$ cat config.mk
export PLATFORM = sky130hd
export DESIGN_NAME = cmd_encoder
export DESIGN_NICKNAME = d
export VERILOG_FILES = /design/src/rtl/cmd_encoder.sv
export SDC_FILE = /design/constraint.sdc
export NUM_CORES = 1
export LEC_CHECK = 0
export CORE_MARGIN = 5
export CORE_UTILIZATION = 35
export CTS_CLUSTER_SIZE = 8
export DETAILED_ROUTE_END_ITERATION = 7
export MAX_ROUTING_LAYER = met4
export PLACE_DENSITY_LB_ADDON = 0.15
export SYNTH_ARGS = -nofsm -noshare
export SYNTH_HDL_FRONTEND = slang
export SYNTH_SLANG_ARGS = --single-unit
export TNS_END_PERCENT = 1
$ cat constraint.sdc
create_clock -name clk_div -period 1.85 [get_ports clk_div]
set_input_delay 0.37 -clock clk_div [delete_from_list [all_inputs] [get_ports clk_div]]
set_output_delay 0.37 -clock clk_div [all_outputs]
set_load 0.05 [all_outputs]
$ cat src/rtl/cmd_encoder.sv
`default_nettype none
//------------------------------------------------------------------------------
// Module      : cmd_encoder
// Description : Encodes DDR3 command requests into two-slot-per-clk_div
//               cmd/addr words for the PHY cmd/addr serializer. An accepted
//               command occupies the selected slot; the other slot is a NOP.
//               A per-command wait counter spaces commands in clk_div cycles.
// Ports       : clk_div, rst                         clock / sync reset
//               cmd_valid, cmd_ready                 request handshake
//               cmd_code/addr/bank/slot/wait         command fields
//               cke_en, odt_en, out_en               requested pad levels
//               out_a, out_ba                        slot-packed address/bank
//               out_we/ras/cas                       active-low strobes
//               out_cke, out_odt, out_tri            level outputs
//               wait_done                            wait-expired pulse
// Revision    : 1.0 - initial release
//------------------------------------------------------------------------------
module cmd_encoder #(
  parameter int ADDRESS_NUMBER = 15,
  parameter int WAIT_WIDTH     = 8
) (
  input  logic                        clk_div,
  input  logic                        rst,
  input  logic                        cmd_valid,
  output logic                        cmd_ready,
  input  logic [2:0]                  cmd_code,
  input  logic [ADDRESS_NUMBER-1:0]   cmd_addr,
  input  logic [2:0]                  cmd_bank,
  input  logic                        cmd_slot,
  input  logic [WAIT_WIDTH-1:0]       cmd_wait,
  input  logic                        cke_en,
  input  logic                        odt_en,
  input  logic                        out_en,
  output logic [2*ADDRESS_NUMBER-1:0] out_a,
  output logic [5:0]                  out_ba,
  output logic [1:0]                  out_we,
  output logic [1:0]                  out_ras,
  output logic [1:0]                  out_cas,
  output logic [1:0]                  out_cke,
  output logic [1:0]                  out_odt,
  output logic [1:0]                  out_tri,
  output logic                        wait_done
);

  logic [WAIT_WIDTH-1:0]       cnt;
  logic                        cke_r;
  logic                        odt_r;
  logic                        oe_r;
  logic                        accept;
  logic [2*ADDRESS_NUMBER-1:0] a_dup;
  logic [5:0]                  ba_dup;
  logic [1:0]                  ras_w;
  logic [1:0]                  cas_w;
  logic [1:0]                  we_w;

  // No command may issue while CKE is low (self-refresh / power-down).
  assign cmd_ready = ~rst & (cnt == '0) & cke_r;
  assign accept    = cmd_valid & cmd_ready;

  // Address and bank are replicated into both slots so that the pads do not
  // toggle between the command slot and its companion NOP slot.
  generate
    for (genvar i = 0; i < ADDRESS_NUMBER; i++) begin : g_a_dup
      assign a_dup[2*i]   = cmd_addr[i];
      assign a_dup[2*i+1] = cmd_addr[i];
    end
    for (genvar j = 0; j < 3; j++) begin : g_ba_dup
      assign ba_dup[2*j]   = cmd_bank[j];
      assign ba_dup[2*j+1] = cmd_bank[j];
    end
  endgenerate

  // Selected slot takes {ras_n,cas_n,we_n}; the other slot stays NOP (all 1).
  always_comb begin
    ras_w = 2'b11;
    cas_w = 2'b11;
    we_w  = 2'b11;
    if (cmd_slot) begin
      ras_w[1] = cmd_code[2];
      cas_w[1] = cmd_code[1];
      we_w[1]  = cmd_code[0];
    end else begin
      ras_w[0] = cmd_code[2];
      cas_w[0] = cmd_code[1];
      we_w[0]  = cmd_code[0];
    end
  end

  always_ff @(posedge clk_div) begin
    if (rst) begin
      cnt       <= '0;
      cke_r     <= 1'b0;
      odt_r     <= 1'b0;
      oe_r      <= 1'b0;
      wait_done <= 1'b0;
      out_a     <= '0;
      out_ba    <= '0;
      out_ras   <= 2'b11;
      out_cas   <= 2'b11;
      out_we    <= 2'b11;
    end else begin
      cke_r     <= cke_en;
      odt_r     <= odt_en;
      oe_r      <= out_en;
      // cnt==1 can never coincide with an accept, so this marks the 1->0 step.
      wait_done <= (cnt == WAIT_WIDTH'(1));
      if (accept) begin
        cnt     <= cmd_wait;
        out_a   <= a_dup;
        out_ba  <= ba_dup;
        out_ras <= ras_w;
        out_cas <= cas_w;
        out_we  <= we_w;
      end else begin
        out_ras <= 2'b11;
        out_cas <= 2'b11;
        out_we  <= 2'b11;
        if (cnt != '0) begin
          cnt <= cnt - WAIT_WIDTH'(1);
        end
      end
    end
  end

  assign out_cke = {2{cke_r}};
  assign out_odt = {2{odt_r}};
  assign out_tri = {2{~oe_r}};

endmodule
`default_nettype wire

Word level (Yosys, flattened, before mapping)
Cells that the tools add are included.
{"block": "classes", "n_addsub": 1, "mul": 0, "div_mod_pow": 0, "order_cmp": 0, "n_eq_ne": 1, "shift": 0, "n_mux": 2, "bitwise": 7, "reduce_logical": 5}
{"op": "$mux 8", "n": 2}
{"op": "$eq 8x1->1 const B", "n": 1}
{"op": "$logic_not 8->1", "n": 1}
{"op": "$reduce_bool 8->1", "n": 1}
{"op": "$sub 8x1->8 const B", "n": 1}
{"op": "$reduce_or 3->1", "n": 2}
{"op": "$not 1->1", "n": 4}
{"op": "$and 1x1->1", "n": 3}
{"op": "$reduce_bool 2->1", "n": 1}
{"block": "word_totals", "ff_bits": 52, "latchBits": 0, "ramBits": 0, "romBits": 0, "inputBits": 36, "output_inout_bits": 50, "mem_count": 0}

Depth between registers and ports, before layout
{"block": "logic_depth", "depth_word": 6, "depth_mapped": 8}

Worst setup path before layout
No wires, ideal clock.
{"block": "synth_path", "path_kind": "register to output", "from": "register cnt[0]", "to": "output port cmd_ready", "arrival_time_ns": 2.332, "slack_ns": -0.852, "path_stages_with_launch": 6, "path_buffers": 0, "cell_sequence": "dfxtp_1 inv_1 ha_1 nor3b_1 nand2_1 nor3b_1"}
{"block": "synth_between", "elab_chain_cells": 3}
{"element": "from (decl)", "line_no": "45", "text": "logic [WAIT_WIDTH-1:0] cnt;"}
{"element": "from (signal assigned)", "line_no": "108", "text": "cnt <= cmd_wait;"}
{"element": "from (signal assigned)", "line_no": "119", "text": "cnt <= cnt - WAIT_WIDTH'(1);"}
{"element": "$logic_not 8->1", "line_no": "57", "text": "assign cmd_ready = ~rst & (cnt == '0) & cke_r;"}
{"element": "$and 1x1->1 (2 in series)", "line_no": "57"}
{"element": "to (decl)", "line_no": "25", "text": "output logic cmd_ready,"}
No other way between the ends.

Final worst setup path
{"block": "layout_path", "from": "register cnt[2]", "to": "output port cmd_ready"}
Same word-level chain as after synthesis.

==> impl_metrics.tcl <==
set metrics [dict create \
    drtIter0Drc 58 \
    ys_top_cells_by_area "dfxtp_1 (44%), buf_4 (11%), nand2_1 (10%)" \
    cts_tree "yes" \
    setup_violations 1 \
    wl_per_cell_um 13.34 \
    drcViolationCount 0 \
    synth_top_area_frac 0.4431 \
    fmax_mhz 529.9 \
    synth.largest_area_cell "dfxtp_1" \
    hp-class "register to register" \
    cts_buffer_depth 2 \
    ys_ff_latch 36 \
    slowest_stage "dfxtp_2" \
    antennaDiodeCount 0 \
    clock_latency_ns 0.29 \
    syn_area_per_cell_um2 8.561 \
    cellPowerDensity_mw_per_mm2 1225 \
    async_reset_ff_frac 0 \
    ys.flop_type "dfxtp_1" \
    nets 308 \
    status "complete, but fails checks" \
    die_w_um 78.17 \
    synth_area_mm2 0.001627 \
    cts_hold_buf 0 \
    vias 1526 \
    rsz0062_at_grt "yes" \
    ys_warn_count 0 \
    leakage_nw 1.033 \
    cts.htree.levels 2 \
    place_area_mm2 0.002340 \
    die_h_um 78.17 \
    fin_ws_ns -0.03710 \
    p_total_mw 3.100 \
    overflow 0 \
    stdcell_area_mm2 0.002531 \
    gp_congestion 0.8041 \
    ys_types 31 \
    cp_num_buf_inv 1 \
    yosysSeqAreaShare 0.4431 \
    critPathLaunchType "register" \
    synthCells 190 \
    place_hpwl_um 3213 \
    critPathArrivalTime_ns 1.52 \
    drive_gt1_frac 0.3074 \
    crit_family "simple AND/OR/NAND/NOR gates" \
    viasPerCell 4.739 \
    hold_viol_final 0 \
    min_period_ns 1.887 \
    path_class "register to output pin" \
    cts.sinks 36 \
    worstPathCellList "nor4_4 > nand2_2 > nor3b_4 > buf_12" \
    final_cells 322 \
    antenna_found_initial 0 \
    die-area_mm2 0.006111 \
    drt-pass1-iter-count 4 \
    grt_max_degree 25 \
    worstPathRequired_ns 1.48 \
    ios 86 \
    end_kind "output pin" \
    grt_pass1_wl_um 6817 \
    cts-root-buf "clkbuf_8" \
    ant_nets 0 \
    slew_headroom 0.6165 \
    n_fill_cell 405 \
    grt_pass1_vias 1462 \
    final.period_utilization 1.020 \
    initial_core_util 0.3660 \
    placementRows 24 \
    skew_ns 0.002727 \
    routed_wl_um 4294 \
    drv_cap 0 \
    coreArea_mm2 0.004444 \
    numPortBuffers 85 \
    finalMaxSlewViolations 0 \
    synth_edf_count 0 \
    tightest_slew_ns 0.5673 \
    place_ws_ns 0.01602 \
    area_delta_synth_final_pct 55.62 \
    track_usage 0.1416 \
    cpPeakStageDelay_ns 0.38 \
    synth_nets 229 \
    irDropWorstVdd_uv 800.5 \
    failed_checks "setup timing" \
    cts.clk_slew.worst_paths_ns 0.07 \
    place_inst 305 \
    cts_buffers 5 \
    critPathMaxFanout 7 \
]
flip-flops by register name, indices dropped and copies added, names as in the netlist:
| register | count |
|---|---|
| cke_r | 1 |
| out_we | 2 |
| wait_done | 1 |
| odt_r | 1 |
| oe_r | 1 |
| out_ba | 3 |
| out_ras | 2 |
| cnt | 8 |
| out_a | 15 |
| out_cas | 2 |
power by group:
part           total (mW)  switching, mW  internal (mW)
combinational        1.37          0.650          0.717
clock               0.691          0.293          0.399
sequential           1.04          0.155          0.887
routing by layer:
layer	share of wire	global-route usage	wire [um]	vias to the layer above
li1	-	-	-	771
met2	0.50	0.2440	2146	44
met4	0.014	0.06294	60	0
met3	0.076	0.03432	326	7
met1	0.41	0.1550	1761	704
met5	0	-	0	-
layout make-up:
type | count | area [um2] | area share
well taps | 52 | 65.06 | 0.02570
repair buffers | 104 | 913.4 | 0.3608
clock buffers | 5 | 68.82 | 0.02719
flip-flops and latches | 36 | 724.4 | 0.2862
inverters | 6 | 22.52 | 0.008898
clock inverters | 3 | 42.54 | 0.01681
multi-input cells | 116 | 694.4 | 0.2743
cells in the final DEF (no fill, tap or decap), drive strengths merged, types with 2 or more instances in the layout:
cell           Yosys  layout
a31oi              2       2
a21oi             24      24
nor3               4       4
nor3b              2       2
mux2i              2       2
nor4               2       2
nor2               5       5
or3                4       4
ha                 3       3
a211oi             5       5
dfxtp             36      36
nand3b             4       4
nand2             44      44
nor2b              3       3
clkbuf             5       5
o21ai              2       2
clkdlybuf4s50      0      43
inv                6       6
buf               27      61
worst register-to-register path, cell delays in order (launching register included):
cell     delay, ns
dfxtp_2       0.33
inv_2         0.07
ha_4          0.13
buf_4         0.09
buf_4         0.10
nor4b_1       0.48
and2_1        0.23
o21ai_0       0.10
a21oi_1       0.15
worst paths after layout:
check / startpoint / end / slack (ns) / cells past startpoint
max: cnt[2] / cmd_ready / -0.04 / 4
max reg2reg: cnt[1] / cnt[3] / 0.11 / 8
min reg2reg: out_a[25] / out_a[25] / 0.48 / 2
min: out_a[25] / out_a[25] / 0.48 / 2
Yosys cell counts (2+ instances only):
| cell | count |
|---|---|
| dfxtp_1 | 36 |
| a21oi_1 | 23 |
| a211oi_1 | 5 |
| nor3b_1 | 2 |
| nor2b_1 | 3 |
| buf_4 | 24 |
| buf_6 | 2 |
| or3_1 | 4 |
| inv_1 | 6 |
| a31oi_1 | 2 |
| nand2_1 | 44 |
| nor4_4 | 2 |
| o21ai_0 | 2 |
| nor2_1 | 5 |
| nor3_1 | 4 |
| mux2i_1 | 2 |
| ha_1 | 3 |
| nand3b_1 | 4 |
| clkbuf_1 | 5 |
kinds of logic (layout without fill, tap and decap cells):
family | after synthesis | after routing | share of synthesized area
simple gates | 75 | 75 | 0.2400
fa+ha+maj | 3 | 3 | 0.02308
flops | 36 | 36 | 0.4431
mux | 2 | 2 | 0.01231
xor+xnor | 1 | 1 | 0.005386
buf+inv | 38 | 118 | 0.1531
compound gates | 35 | 35 | 0.1231
stage by stage:
step,hold slack [ns],TNS (ns),utilization
3_3_place_gp,0.4622,0,0.5265
5_1_grt,0.4945,-0.1591,0.5695
3_5_place_dp,0.4679,0,0.5265
4_1_cts,0.4804,-0.06235,0.5625
2_1_floorplan,0.4562,0,-
6_report,0.4771,-0.03710,0.5695
what timing repair did:
| item | in CTS | in global routing |
|---|---|---|
| setup endpoints to repair | 1 | 1 |
| buffers inserted | 5 | 4 |
| pin swaps | 3 | 3 |
| gates resized for setup | 3 | 1 |
(Power assumes the default switching activity.)
